===== config.mk =====
export PLATFORM = sky130hd
export DESIGN_NAME = pmpseqcheck_flat
export DESIGN_NICKNAME = d
export VERILOG_FILES = /design/src/rtl/pmpseqcheck_if.sv /design/src/rtl/pmpseqcheck.sv /design/src/flat_wrapper.sv
export SDC_FILE = /design/constraint.sdc
export NUM_CORES = 1
export LEC_CHECK = 0
export ABC_AREA = 1
export CAP_MARGIN = 25
export CORE_AREA = 2 2 269 271
export CTS_CLUSTER_DIAMETER = 150
export DETAILED_ROUTE_END_ITERATION = 8
export DIE_AREA = 0 0 271 273
export SYNTH_ARGS = -nofsm -noshare
export SYNTH_HDL_FRONTEND = slang
export SYNTH_SLANG_ARGS = --single-unit

===== constraint.sdc =====
create_clock -name clk -period 8.45 [get_ports clk]
set_input_delay 1.69 -clock clk [delete_from_list [all_inputs] [get_ports clk]]
set_output_delay 1.69 -clock clk [all_outputs]
set_load 0.05 [all_outputs]

===== src/rtl/pmpseqcheck_if.sv =====
// pmpseqcheck_if: request/response handshake and live PMP CSR bundle for pmpseqcheck.
//
// master modport (requester / CSR side):
//   drives ReqValid, PhysicalAddress, Size, AccessType, PrivilegeMode,
//   PMPCfgArray, PMPAdrArray, PMPCSRWrite, Flush, RespReady;
//   observes ReqReady, RespValid, Fault, MatchValid, MatchIdx.
// slave modport (checker side): the mirror image.
interface pmpseqcheck_if #(
    parameter int unsigned NENTRIES = 16,
    parameter int unsigned PaBits   = 34
);
    localparam int unsigned IdxW = (NENTRIES > 1) ? $clog2(NENTRIES) : 1;

    logic                           ReqValid;
    logic                           ReqReady;
    logic [PaBits-1:0]              PhysicalAddress;
    logic [1:0]                     Size;
    logic [2:0]                     AccessType;
    logic [1:0]                     PrivilegeMode;
    logic [8*NENTRIES-1:0]          PMPCfgArray;
    logic [(PaBits-2)*NENTRIES-1:0] PMPAdrArray;
    logic                           PMPCSRWrite;
    logic                           Flush;
    logic                           RespValid;
    logic                           RespReady;
    logic                           Fault;
    logic                           MatchValid;
    logic [IdxW-1:0]                MatchIdx;

    modport slave (
        input  ReqValid, PhysicalAddress, Size, AccessType, PrivilegeMode,
               PMPCfgArray, PMPAdrArray, PMPCSRWrite, Flush, RespReady,
        output ReqReady, RespValid, Fault, MatchValid, MatchIdx
    );

    modport master (
        output ReqValid, PhysicalAddress, Size, AccessType, PrivilegeMode,
               PMPCfgArray, PMPAdrArray, PMPCSRWrite, Flush, RespReady,
        input  ReqReady, RespValid, Fault, MatchValid, MatchIdx
    );
endinterface


===== src/rtl/pmpseqcheck.sv =====
// pmpseqcheck: sequential PMP checker. One shared address decoder is stepped across the
// PMP entries, one entry per cycle in priority order (entry 0 first). One request in flight.
//
// Ports:
//   clk    - clock
//   reset  - synchronous, active-low reset
//   bus    - pmpseqcheck_if.slave: request capture (ReqValid/ReqReady + fields), live PMP
//            cfg/addr arrays, PMPCSRWrite (restarts a scan), Flush (abandons the request),
//            registered result (RespValid/RespReady, Fault, MatchValid, MatchIdx).
// PaBits is the physical address width (the config PA_BITS value).
module pmpseqcheck #(
    parameter int unsigned NENTRIES = 16,
    parameter int unsigned PaBits   = 34
) (
    input logic          clk,
    input logic          reset,
    pmpseqcheck_if.slave bus
);
    localparam int unsigned IdxW = (NENTRIES > 1) ? $clog2(NENTRIES) : 1;
    localparam int unsigned AdrW = PaBits - 2;
    localparam logic [IdxW-1:0] LastIdx = IdxW'(NENTRIES - 1);

    typedef enum logic [1:0] {StIdle, StScan, StDone} state_e;

    state_e            state_q, state_d;
    logic [IdxW-1:0]   idx_q, idx_d;
    logic              ge_q, ge_d, cross_q, cross_d;
    logic              restart_q, restart_d;
    logic [PaBits-1:0] pa_q, pa_d;
    logic [1:0]        size_q, size_d, priv_q, priv_d;
    logic [2:0]        acc_q, acc_d;
    logic              resp_valid_q, resp_valid_d, fault_q, fault_d;
    logic              match_valid_q, match_valid_d;
    logic [IdxW-1:0]   match_idx_q, match_idx_d;

    // ---------------- shared address decoder (entry idx_q) ----------------
    logic [2:0]      cfg_xwr;
    logic [1:0]      cfg_a;
    logic            cfg_l;
    logic [AdrW-1:0] adr, napot_mask, pa_w;
    logic [AdrW:0]   adr_x, end_w;  // end word carries one extra bit for top-of-space overflow
    logic [3:0]      bytes_m1;
    logic [1:0]      word_inc;
    logic            ge_out, cross_out, match, all_match, start_in, end_in, allowed;

    assign cfg_xwr = bus.PMPCfgArray[8*int'(idx_q) +: 3];
    assign cfg_a   = bus.PMPCfgArray[8*int'(idx_q)+3 +: 2];
    assign cfg_l   = bus.PMPCfgArray[8*int'(idx_q)+7];
    assign adr     = bus.PMPAdrArray[AdrW*int'(idx_q) +: AdrW];
    assign adr_x   = {1'b0, adr};

    // Word address of the first and last byte of the access.
    assign pa_w     = pa_q[PaBits-1:2];
    assign bytes_m1 = (4'd1 << size_q) - 4'd1;
    assign word_inc = 2'(({2'b00, pa_q[1:0]} + bytes_m1) >> 2);
    assign end_w    = {1'b0, pa_w} + {{(AdrW-1){1'b0}}, word_inc};

    // Trailing ones plus the next zero bit are the don't-care bits of a NAPOT region.
    assign napot_mask = adr ^ (adr + AdrW'(1));
    assign start_in   = (pa_w & ~napot_mask) == (adr & ~napot_mask);
    assign end_in     = ~end_w[AdrW] & ((end_w[AdrW-1:0] & ~napot_mask) == (adr & ~napot_mask));

    // Chain outputs feed the next entry's TOR bottom bound.
    assign ge_out    = pa_w >= adr;
    assign cross_out = (pa_w < adr) & (end_w >= adr_x);

    always_comb begin
        match     = 1'b0;
        all_match = 1'b0;
        unique case (cfg_a)
            2'd1: begin  // TOR: [prev, adr); cross_q means the access straddles the bottom
                match     = (ge_q | cross_q) & (pa_w < adr);
                all_match = ge_q & (end_w < adr_x);
            end
            2'd2: begin  // NA4
                match     = (pa_w <= adr) & (end_w >= adr_x);
                all_match = (pa_w == adr) & (end_w == adr_x);
            end
            2'd3: begin  // NAPOT: regions are >= 8 bytes and aligned, so endpoints suffice
                match     = start_in | end_in;
                all_match = start_in & end_in;
            end
            default: ;
        endcase
    end

    assign allowed = all_match & (((priv_q == 2'b11) & ~cfg_l) | (|(acc_q & cfg_xwr)));

    // ---------------- control ----------------
    assign bus.ReqReady   = (state_q == StIdle) & reset & ~bus.Flush;
    assign bus.RespValid  = resp_valid_q;
    assign bus.Fault      = fault_q;
    assign bus.MatchValid = match_valid_q;
    assign bus.MatchIdx   = match_idx_q;

    always_comb begin
        state_d       = state_q;
        idx_d         = idx_q;
        ge_d          = ge_q;
        cross_d       = cross_q;
        restart_d     = 1'b0;
        pa_d          = pa_q;
        size_d        = size_q;
        acc_d         = acc_q;
        priv_d        = priv_q;
        resp_valid_d  = resp_valid_q;
        fault_d       = fault_q;
        match_valid_d = match_valid_q;
        match_idx_d   = match_idx_q;

        unique case (state_q)
            StIdle: begin
                if (bus.ReqValid && bus.ReqReady) begin
                    state_d = StScan;
                    pa_d    = bus.PhysicalAddress;
                    size_d  = bus.Size;
                    acc_d   = bus.AccessType;
                    priv_d  = bus.PrivilegeMode;
                    idx_d   = '0;
                    ge_d    = 1'b1;
                    cross_d = 1'b0;
                end
            end
            StScan: begin
                if (bus.Flush) begin
                    state_d = StIdle;
                end else if (bus.PMPCSRWrite) begin
                    // Discard progress; the cycle after a write is a settle cycle so the
                    // whole rescan sees only post-write CSR values.
                    idx_d     = '0;
                    ge_d      = 1'b1;
                    cross_d   = 1'b0;
                    restart_d = 1'b1;
                end else if (!restart_q) begin
                    ge_d    = ge_out;
                    cross_d = cross_out;
                    idx_d   = (idx_q == LastIdx) ? idx_q : idx_q + IdxW'(1);
                    if (match) begin
                        state_d       = StDone;
                        resp_valid_d  = 1'b1;
                        fault_d       = ~allowed;
                        match_valid_d = 1'b1;
                        match_idx_d   = idx_q;
                    end else if (idx_q == LastIdx) begin
                        state_d       = StDone;
                        resp_valid_d  = 1'b1;
                        fault_d       = priv_q != 2'b11;
                        match_valid_d = 1'b0;
                        match_idx_d   = '0;
                    end
                end
            end
            StDone: begin
                if (bus.Flush || bus.RespReady) begin
                    state_d = StIdle;
                end
            end
            default: state_d = StIdle;
        endcase

        if (state_d == StIdle) begin
            resp_valid_d  = 1'b0;
            fault_d       = 1'b0;
            match_valid_d = 1'b0;
            match_idx_d   = '0;
        end
    end

    always_ff @(posedge clk) begin
        if (!reset) begin
            state_q       <= StIdle;
            idx_q         <= '0;
            ge_q          <= 1'b1;
            cross_q       <= 1'b0;
            restart_q     <= 1'b0;
            pa_q          <= '0;
            size_q        <= '0;
            acc_q         <= '0;
            priv_q        <= '0;
            resp_valid_q  <= 1'b0;
            fault_q       <= 1'b0;
            match_valid_q <= 1'b0;
            match_idx_q   <= '0;
        end else begin
            state_q       <= state_d;
            idx_q         <= idx_d;
            ge_q          <= ge_d;
            cross_q       <= cross_d;
            restart_q     <= restart_d;
            pa_q          <= pa_d;
            size_q        <= size_d;
            acc_q         <= acc_d;
            priv_q        <= priv_d;
            resp_valid_q  <= resp_valid_d;
            fault_q       <= fault_d;
            match_valid_q <= match_valid_d;
            match_idx_q   <= match_idx_d;
        end
    end
endmodule


===== src/flat_wrapper.sv =====
// flat-port wrapper written by rule: the top's interface ports become plain ports
module pmpseqcheck_flat 
#(
    parameter int unsigned NENTRIES = 16,
    parameter int unsigned PaBits   = 34
)
  (clk, reset, bus_ReqValid, bus_PhysicalAddress, bus_Size, bus_AccessType, bus_PrivilegeMode, bus_PMPCfgArray, bus_PMPAdrArray, bus_PMPCSRWrite, bus_Flush, bus_RespReady, bus_ReqReady, bus_RespValid, bus_Fault, bus_MatchValid, bus_MatchIdx);
  pmpseqcheck_if #(.NENTRIES(NENTRIES), .PaBits(PaBits)) bus_i ();
  input logic clk;
  input logic reset;
  input wire logic [$bits(bus_i.ReqValid)-1:0] bus_ReqValid;
  input wire logic [$bits(bus_i.PhysicalAddress)-1:0] bus_PhysicalAddress;
  input wire logic [$bits(bus_i.Size)-1:0] bus_Size;
  input wire logic [$bits(bus_i.AccessType)-1:0] bus_AccessType;
  input wire logic [$bits(bus_i.PrivilegeMode)-1:0] bus_PrivilegeMode;
  input wire logic [$bits(bus_i.PMPCfgArray)-1:0] bus_PMPCfgArray;
  input wire logic [$bits(bus_i.PMPAdrArray)-1:0] bus_PMPAdrArray;
  input wire logic [$bits(bus_i.PMPCSRWrite)-1:0] bus_PMPCSRWrite;
  input wire logic [$bits(bus_i.Flush)-1:0] bus_Flush;
  input wire logic [$bits(bus_i.RespReady)-1:0] bus_RespReady;
  output wire logic [$bits(bus_i.ReqReady)-1:0] bus_ReqReady;
  output wire logic [$bits(bus_i.RespValid)-1:0] bus_RespValid;
  output wire logic [$bits(bus_i.Fault)-1:0] bus_Fault;
  output wire logic [$bits(bus_i.MatchValid)-1:0] bus_MatchValid;
  output wire logic [$bits(bus_i.MatchIdx)-1:0] bus_MatchIdx;
  assign bus_i.ReqValid = bus_ReqValid;
  assign bus_i.PhysicalAddress = bus_PhysicalAddress;
  assign bus_i.Size = bus_Size;
  assign bus_i.AccessType = bus_AccessType;
  assign bus_i.PrivilegeMode = bus_PrivilegeMode;
  assign bus_i.PMPCfgArray = bus_PMPCfgArray;
  assign bus_i.PMPAdrArray = bus_PMPAdrArray;
  assign bus_i.PMPCSRWrite = bus_PMPCSRWrite;
  assign bus_i.Flush = bus_Flush;
  assign bus_i.RespReady = bus_RespReady;
  assign bus_ReqReady = bus_i.ReqReady;
  assign bus_RespValid = bus_i.RespValid;
  assign bus_Fault = bus_i.Fault;
  assign bus_MatchValid = bus_i.MatchValid;
  assign bus_MatchIdx = bus_i.MatchIdx;
  pmpseqcheck #(.NENTRIES(NENTRIES), .PaBits(PaBits)) u_core (.clk(clk), .reset(reset), .bus(bus_i));
endmodule

## Word-level counts from Yosys, hierarchy flattened

Index checks and enable logic that the tools add are counted.

- Add/sub/neg operators: 7
- Magnitude comparators: 6
- Equal/unequal tests: 16
- Shift-type cells: 4
- Multiplexer cells: 38
- Bitwise logic cells: 28
- Reduce and logical (&&, ||, !) cells: 13

Operators with widths:

| kind | number |
|---|---|
| indexed part select 512 x 10 -> 32 bit | 1 |
| indexed part select 128 x 32 -> 2 bit | 1 |
| indexed part select 128 x 8 -> 3 bit | 1 |
| bitwise AND 32 bit | 3 |
| equality test 32 bit | 3 |
| adder 32 x 2 -> 33 bit | 1 |
| equality test 33 x 32 -> 1 bit | 1 |
| >= comparator 33 x 32 -> 1 bit | 1 |
| less-than comparator 33 x 32 -> 1 bit | 1 |
| adder 32 x 1 -> 32 bit (second input constant) | 1 |
| >= comparator 32 bit | 1 |
| less-or-equal comparator 32 bit | 1 |
| less-than comparator 32 bit | 1 |
| less-than comparator 32 x 9 -> 1 bit (second input constant) | 1 |
| inverter 32 bit | 1 |
| bitwise XOR 32 bit | 1 |
| two-way mux 4 bit | 7 |
| two-way mux 1 bit | 17 |
| two-way mux 2 bit | 7 |
| bitwise AND 1 bit | 11 |
| AND reduction 5 bit | 2 |
| adder 7 x 2 -> 8 bit (second input constant) | 1 |
| adder 7 x 3 -> 8 bit (second input constant) | 1 |
| equality test 2 bit (second input constant) | 4 |
| other kinds (24) | 42 |

- Flip-flop bits (word level): 57
- Input port bits: 687
- Output and inout port bits: 8
- Word-level logic and storage cells: 125

## Logic depth before layout (Yosys ltp)

Gate-level depths: netlist of the first run.

- Depth in word-level cells: 16
- Gate-level depth with buffers: 45
- Depth with buffers taken out: 43

## Worst setup path after synthesis of the first run

OpenSTA, ideal clock, no wires.

- Path kind: input to register
- Start point: in bus_PMPAdrArray[33]
- End point: reg u_core.match_idx_q[3], in the netlist u_core.bus.MatchIdx[3]
- Library setup time: 0.109 ns
- Data arrival time: 5.090 ns
- Required time: 8.341 ns
- Setup slack: 3.251 ns
- Cell stages on the path: 39
- Buffers on the path: 0
- Path through: inv_1 -> nand2_1 -> nand3_1 -> nand3_1 -> nand3_1 -> nand2_1 -> ha_1 -> inv_1 -> nor2_1 -> inv_1 -> nor3_2 -> nand2_1 -> inv_1 -> nand3_1 -> nor2_1 -> nand2_1 -> nor2_1 -> nand3_1 -> (+3 left out) -> nand2_1 -> nand3_1 -> nand2_1 -> nand2_1 -> nor2_1 -> nand2_1 -> nor2_1 -> nand2_1 -> nand2_1 -> nand2_1 -> nand3_2 -> nand2_1 -> nand2_1 -> nand2_1 -> nand2_1 -> nand2_2 -> nand2_1 -> inv_1

- Word-level cells in the longest chain between the ends: 16
- Elaborated cells on any way between the ends: 27
- Those cells by class: add/sub: 1; order compare: 3; eq/ne: 2; shift: 1; mux: 7; bitwise: 9; reduce/logical: 4

RTL lines:

| element | line | text |
|---|---|---|
| start, declared | flat_wrapper.sv:17 | `input wire logic [$bits(bus_i.PMPAdrArray)-1:0] bus_PMPAdrArray;` |
| indexed part select 512 x 10 -> 32 bit (*) | pmpseqcheck.sv:49 | `assign adr = bus.PMPAdrArray[AdrW*int'(idx_q) +: AdrW];` |
| adder 32 x 1 -> 32 bit | pmpseqcheck.sv:59 | `assign napot_mask = adr ^ (adr + AdrW'(1));` |
| bitwise XOR 32 bit | pmpseqcheck.sv:59 |  |
| inverter 32 bit | pmpseqcheck.sv:60, pmpseqcheck.sv:61 |  |
| bitwise AND 32 bit (on tied branches) | pmpseqcheck.sv:61, pmpseqcheck.sv:60 |  |
| equality test 32 bit | pmpseqcheck.sv:61 | `assign end_in = ~end_w[AdrW] & ((end_w[AdrW-1:0] & ~napot_mask) == (adr & ~napot_mask));` |
| bitwise AND 1 bit | pmpseqcheck.sv:61 |  |
| OR 1 bit | pmpseqcheck.sv:80 | `match = start_in \| end_in;` |
| one-hot mux 1 bit (3 select lines) (*) | pmpseqcheck.sv:70 | `unique case (cfg_a)` |
| two-way mux 2 bit | pmpseqcheck.sv:138 | `if (match) begin` |
| two-way mux 2 bit | pmpseqcheck.sv:134 | `end else if (!restart_q) begin` |
| two-way mux 2 bit | pmpseqcheck.sv:127 | `end else if (bus.PMPCSRWrite) begin` |
| two-way mux 2 bit | pmpseqcheck.sv:125 | `if (bus.Flush) begin` |
| one-hot mux 2 bit (3 select lines) | pmpseqcheck.sv:111 | `unique case (state_q)` |
| logical NOT 2 bit | pmpseqcheck.sv:161 | `if (state_d == StIdle) begin` |
| OR reduction 2 bit (no line) | - |  |
| end signal, assigned | pmpseqcheck.sv:197 | `match_idx_q <= match_idx_d;` |
| end, declared | pmpseqcheck.sv:34 | `logic [IdxW-1:0] match_idx_q, match_idx_d;` |

Every way passes the cells marked *; elsewhere a longest branch is shown, timed or not.
A chain may end at the register's enable or synchronous reset.

## Worst setup path after layout of the first run

- Start point: in bus_PMPAdrArray[449]
- End point: reg u_core.match_idx_q[2], in the netlist u_core.bus.MatchIdx[2]

Same word-level chain as after synthesis.

==> metrics.yaml, run 1 <==
synthXorXnorAreaFrac_pct: 1.07
clockRootBuffer: "clkbuf_16"
synth_edf_count: 0
yosys.area_share.simple_pct: 55.1
synth-seq-area-share_pct: 7.75
tns_ns: 0
hp-start: "u_core.acc_q[2]"
setup_viol: 0
die_w_um: 271
port-buffer-count: 662
num_io_pins: 695
gp_congestion: 0.983
status: "finished clean"
yosysWarnings: 0
cts_tree: "built"
area_delta_synth_final_pct: 52.5
finalCoreUtilization_pct: 31.6
synth_ff_type: "dfxtp_1"
relSlewSlack_pct: 40.0
synthesis.nets: 3791
cts_max_path_buffers: 2
crit_path_max_incr_delay_ns: 0.46
viasPerCell: 4.62
cp.arrival_ns: 7.35
cts_resized: 0
cts.clk_slew.worst_paths_ns: 0.05
final_layout_size_suffix_gt1_share_pct: 1.99
grt_max_degree: 104
dp_hpwl_mm: 72.7
cts_made_buffers: 9
synth-compound-area-share_pct: 11.0
cts_sinks: 57
core_area_um2: 71000
hold_viol: 0
crit_path_end_kind: "flop"
netlist_area_um2: 14700
rsz0062_at_grt: "no"
fin_cells: 4526
synth.distinct_cells: 47
core.rowCount: 98
layout.nets: 4353
cp_max_fo: 8
leakage_nw: 11.0
cpMaxStageDelayCell: "clkdlybuf4s50_1"
grt_usage_pct: 22.5
synthCells: 3002
grt_overflow: 0
worst-setup-path-type: "in -> reg"
crit_path_start: "bus_PMPAdrArray[449]"
firstDrtPassIters: 6
required_ns: 8.68
cts_setup_buffers: 0
r2r_start: "u_core.idx_q[1]"
cap_viol_max_count: 0
wl_per_cell_um: 19.2
antenna_found_initial: 16
die_area_um2: 74000
synth_mux_area_share_pct: 0
grt_pass1_wl_mm: 126
initialDrtViolationCount: 1791
synth.avg_cell_area_um2: 4.90
start_util_pct: 20.7
vdd_drop_max_v: 0.0000882
num_vias: 20928
whs_ns: 0.470
final_antenna_net_count: 0
synth-seq-cells: 57
layout_commonest_cell: "nand2_1"
holdBufCountCts: 0
maxSlewViolCount: 0
period_minus_slack_ns: 7.12
synthAdderAreaFrac_pct: 8.77
dp.cells: 4503
dp_slack_ns: 1.07
drc: 0
h-tree-depth: 3
power_density_nw_per_um2: 86.0
worst_path_most_repeated_cell: "nand2_1"
synthArstFlopShare_pct: 0
chipHeight_um: 273
setup_slack_ns: 1.33
drt_wl_total_mm: 87.0
grt_pass1_vias: 20000
final_cell_mix: "1135 x nand2_1, 662 x clkdlybuf4s50_1, 479 x nand3_1, 442 x inv_1, 252 x nor2_1"
min_path_type: "reg -> reg"
synth_top_family_by_area: "simple AND/OR/NAND/NOR gates"
crit_path_start_kind: "input port"
fmax_mhz: 140
clock_skew_ns: 0.00988
worstMarginPinSlew_ns: 0.899
period_share_pct: 84.3
clk_latency_ns: 0.33
-- cells in the mapped netlist, types with 2 or more instances --
| cell | instances | area share [%] |
|---|---|---|
| o22ai_1 | 16 | 0.68 |
| nor3_1 | 24 | 0.82 |
| nor3b_1 | 3 | 0.15 |
| ha_1 | 100 | 8.5 |
| nand3_1 | 479 | 16 |
| a211oi_1 | 4 | 0.20 |
| o21ai_0 | 136 | 4.6 |
| xor2_1 | 17 | 1.0 |
| clkbuf_1 | 53 | 1.4 |
| or2_2 | 4 | 0.17 |
| buf_2 | 46 | 1.6 |
| nand4_1 | 22 | 0.94 |
| fa_1 | 2 | 0.27 |
| nor3_2 | 3 | 0.20 |
| buf_4 | 22 | 1.1 |
| o221ai_1 | 14 | 0.83 |
| nand2_2 | 5 | 0.21 |
| o2111ai_1 | 2 | 0.12 |
| nand3b_1 | 3 | 0.15 |
| inv_2 | 2 | 0.051 |
| a21oi_1 | 79 | 2.7 |
| o211ai_1 | 22 | 1.1 |
| buf_1 | 14 | 0.36 |
| nand2_1 | 1136 | 29 |
| nor2_1 | 252 | 6.4 |
| o21ai_1 | 6 | 0.20 |
| inv_1 | 444 | 11 |
| dfxtp_1 | 57 | 7.8 |
| buf_6 | 6 | 0.46 |
| nor2_2 | 3 | 0.13 |
| nor4_1 | 5 | 0.21 |
| or2_0 | 3 | 0.13 |
| o21bai_1 | 4 | 0.20 |
-- registers in the layout (all words and copies together), names as in the netlist --
signal / count
u_core.pa_q: 34
u_core.bus.MatchIdx: 4
u_core.idx_q: 4
u_core.acc_q: 3
u_core.priv_q: 2
u_core.size_q: 2
u_core.state_q: 2
u_core.bus.Fault: 1
u_core.bus.MatchValid: 1
u_core.bus.RespValid: 1
u_core.cross_q: 1
u_core.ge_q: 1
u_core.restart_q: 1
-- report_power, final --
group	leakage [nW]	switching [W]	internal, W
clock network	0.139	0.000125	0.000236
registers	0.467	0.0000352	0.000279
logic	10.4	0.000695	0.000559
-- final timing paths --
kind                            endpoint  slack (ns)  depth (start not counted)
setup / recovery  u_core.bus.MatchIdx[2]        1.33                         40
hold / removal           u_core.acc_q[2]        0.47                          2
setup reg to reg  u_core.bus.MatchIdx[2]        1.80                         38
hold reg to reg          u_core.acc_q[2]        0.47                          2
-- area by class of cell --
cell class / instances / area, um^2
multi-input combinational: 2356 / 11200
sequential: 57 / 1150
tap: 950 / 1190
timing repair buffer: 692 / 6910
inverter: 448 / 1700
fill: 8081 / 48600
antenna: 7 / 17.5
clock buffer: 12 / 246
clock inverter: 4 / 51.3
-- worst max-delay path, delay by kind of cell --
kind	cells	cell delay, ns
adder cells (fa/ha/maj)	2	0.52
buffers and inverters	6	0.84
AND/OR/NAND/NOR	32	4.28
-- through the flow --
stage               total power, W  area [um^2]
floorplan                  0.00100        14700
global placement           0.00155        22100
detailed placement         0.00156        22100
CTS                        0.00193        22400
global route               0.00210        22400
finish                     0.00193        22400
-- layer usage --
layer	vias to the layer above	wire length (um)	track usage, %
met1	9317	37300	28.1
met2	843	40600	39.3
met4	6	2670	6.59
li1	10637	-	-
met3	125	6440	4.01
met5	-	40	0
-- logic make-up after synthesis --
group | count (synthesis)
and+or+nand+nor | 1947
adders and majority gates | 102
buffers and inverters | 589
xor gates and xnor gates | 18
AOI/OAI and AO/OA | 289
DFF | 57
Power figures use the tool's default switching activity.
==> inputs of run 2 (changes only) <==
--- a/config.mk
+++ b/config.mk
@@ -7,10 +7,10 @@
 export LEC_CHECK = 0
 export ABC_AREA = 1
 export CAP_MARGIN = 25
-export CORE_AREA = 2 2 269 271
+export CORE_AREA = 2 2 272 274
 export CTS_CLUSTER_DIAMETER = 150
 export DETAILED_ROUTE_END_ITERATION = 8
-export DIE_AREA = 0 0 271 273
+export DIE_AREA = 0 0 274 276
 export SYNTH_ARGS = -nofsm -noshare
 export SYNTH_HDL_FRONTEND = slang
 export SYNTH_SLANG_ARGS = --single-unit
==> constraint.sdc (replaced) <==
create_clock -name clk -period 5.9 [get_ports clk]
set_input_delay 1.18 -clock clk [delete_from_list [all_inputs] [get_ports clk]]
set_output_delay 1.18 -clock clk [all_outputs]
set_load 0.05 [all_outputs]
==> metrics.yaml, run 2 (synthesis results as in run 1) <==
port-buffer-count: 662  # unchanged
h-tree-depth: 3  # unchanged
cts_max_path_buffers: 2  # unchanged
cts_sinks: 57  # unchanged
antenna_found_initial: 24  # +8
fmax_mhz: 180
hold_depth: 2  # unchanged
final_antenna_net_count: 0  # unchanged
cts_tree: "built"
dp.cells: 4642  # +3.1%
path_depth: 41  # +2.5%
layout_commonest_cell: "nand2_1"
vdd_drop_max_v: 0.000129  # +46%
drt_wl_total_mm: 88.7  # +1.9%
leakage_nw: 11.8  # +7.8%
cap_viol_max_count: 0  # unchanged
min_path_type: "reg -> reg"
n_fill_cell: 8218  # +1.7%
grt_pass1_vias: 20483  # +2.4%
dp_hpwl_mm: 75.7  # +4.1%
final_layout_size_suffix_gt1_share_pct: 6.99  # +5.0 points
r2r_cells: 30  # -21%
num_vias: 21623  # +3.3%
initialDrtViolationCount: 1718  # -4.1%
relSlewSlack_pct: 58.4  # +18 points
die_area_um2: 75600  # +2.2%
clock_skew_ns: 0.00439  # -0.00549 ns
path_buf_inv: 6  # unchanged
period_minus_slack_ns: 5.57
rsz0062_at_grt: "yes"
start_util_pct: 20.3  # -0.45 points
grt_max_degree: 121  # +16%
grt_usage_pct: 22.2  # -0.34 points
clk_latency_ns: 0.32  # about the same
cts.clk_slew.worst_paths_ns: 0.05  # about the same
layout.nets: 4490  # +3.1%
area_delta_synth_final_pct: 62.5
cp.arrival_ns: 5.84  # -1.51 ns
status: "finished clean"
crit_path_end_kind: "flop"
worstMarginPinSlew_ns: 0.617  # -0.282 ns
largest_reg_flops: 34  # unchanged
die_w_um: 274  # +1.1%
whs_ns: 0.474  # +0.00389 ns
fin_cells: 4672  # +3.2%
cp_max_fo: 5  # -3
grt_overflow: 0  # unchanged
chipHeight_um: 276  # +1.1%
gp_congestion: 0.985  # +0.20%
core_area_um2: 72600  # +2.2%
crit_path_start_kind: "input port"
regMostFlops: "u_core.pa_q"
cpMaxStageDelayCell: "clkdlybuf4s50_1"
crit_path_max_incr_delay_ns: 0.45  # about the same
firstDrtPassIters: 5  # -1
worst-setup-path-type: "in -> reg"
setup_viol: 0  # unchanged
hold_viol: 0  # unchanged
dp_slack_ns: -0.312  # -1.38 ns
setup_slack_ns: 0.333  # -0.994 ns
final_cell_mix: "1115 x nand2_1, 656 x clkdlybuf4s50_1, 463 x nand3_1, 440 x inv_1, 246 x nor2_1"
core.rowCount: 99  # +1.0%
cts_made_buffers: 9  # unchanged
period_share_pct: 94.4
drc: 0  # unchanged
required_ns: 6.17  # -2.51 ns
worst_path_most_repeated_cell: "nand2_1"
power_density_nw_per_um2: 125  # +45%
maxSlewViolCount: 0  # unchanged
wl_per_cell_um: 19.0  # -1.2%
critical-path-top-delay-family: "simple AND/OR/NAND/NOR gates"
clockRootBuffer: "clkbuf_16"
viasPerCell: 4.63  # about the same
num_io_pins: 695  # unchanged
grt_pass1_wl_mm: 126  # about the same
-- run 2: changes by cell type in the layout (fill, tap and decap cells not counted), moves of 6 or more --
cell	previous run	this run
nand3_2	1	14
clkdlybuf4s50_1	662	656
buf_4	24	151
nand3_1	479	463
nor2_1	252	246
nand2_4	0	7
nand2_1	1135	1115
o21ai_0	136	130
buf_12	5	13
nand2_2	6	19
-- run 2: what timing repair did --
action                     CTS  global route
hold buffers                 0             0
buffers inserted             0             7
hold endpoints to repair     0             0
setup endpoints to repair    0             9
resized for setup            0            83
-- run 2: worst reg2reg max path: cells and delay by family, from the launching register on --
family          cells  cell delay (ns)
compound gates      3             0.56
xor+xnor            1             0.33
fa+ha+maj           5             1.73
buf+inv             4             0.33
flops               1             0.33
simple gates       17             2.15
-- run 2: final timing paths --
kind | from | end | slack, ns
setup / recovery | bus_PMPAdrArray[321] | u_core.bus.MatchIdx[3] | 0.33
hold / removal | u_core.pa_q[1] | u_core.pa_q[1] | 0.47
hold reg to reg | u_core.pa_q[1] | u_core.pa_q[1] | 0.47
setup reg to reg | u_core.size_q[1] | u_core.bus.MatchIdx[2] | 0.38
-- run 2: stage by stage --
| stage | instance area [um^2] | TNS, ns | util, % | total power [W] |
|---|---|---|---|---|
| after floorplan | 14700 | 0 | - | 0.00143 |
| after global placement | 23200 | -2.73 | 32.0 | 0.00235 |
| after detailed placement | 23200 | -2.47 | 32.0 | 0.00237 |
| after CTS | 23500 | 0 | 32.4 | 0.00294 |
| after global routing | 23900 | -0.383 | 32.9 | 0.00323 |
| final | 23900 | 0 | 33.0 | 0.00298 |
-- run 2: cell type report --
cell class,count,area [um^2],share of cell area (%)
sequential,57,1150,4.82
inverter,448,1700,7.09
clock buffer,14,264,1.10
multi-input combinational,2356,11500,47.9
tap,959,1200,5.02
antenna,7,17.5,0.0732
timing repair buffer,829,8070,33.7
clock inverter,2,60.1,0.251
-- run 2: where the power goes --
part	internal (W)	switching (W)	total, W
clock network	0.000393	0.000175	0.000568
logic	0.000910	0.00107	0.00198
registers	0.000400	0.0000376	0.000438
-- run 2: per-layer routing --
layer | vias to the layer above | GRT usage (%) | wire length (um) | share of wire (%)
li1 | 10908 | - | - | -
met1 | 9676 | 26.9 | 36400 | 41
met2 | 885 | 39.0 | 41900 | 47
met3 | 140 | 5.10 | 7680 | 8.7
met4 | 14 | 5.80 | 2670 | 3.0
met5 | - | 0 | 87 | 0.098
==> inputs of run 3 (changes only) <==
--- a/config.mk
+++ b/config.mk
@@ -6,11 +6,12 @@
 export NUM_CORES = 1
 export LEC_CHECK = 0
 export ABC_AREA = 1
-export CAP_MARGIN = 25
+export CAP_MARGIN = 20
 export CORE_AREA = 2 2 272 274
 export CTS_CLUSTER_DIAMETER = 150
 export DETAILED_ROUTE_END_ITERATION = 8
 export DIE_AREA = 0 0 274 276
+export SLEW_MARGIN = 40
 export SYNTH_ARGS = -nofsm -noshare
 export SYNTH_HDL_FRONTEND = slang
 export SYNTH_SLANG_ARGS = --single-unit
==> results of run 3 <==
No change in the layout: final DEF, timing and power equal those of run 2.
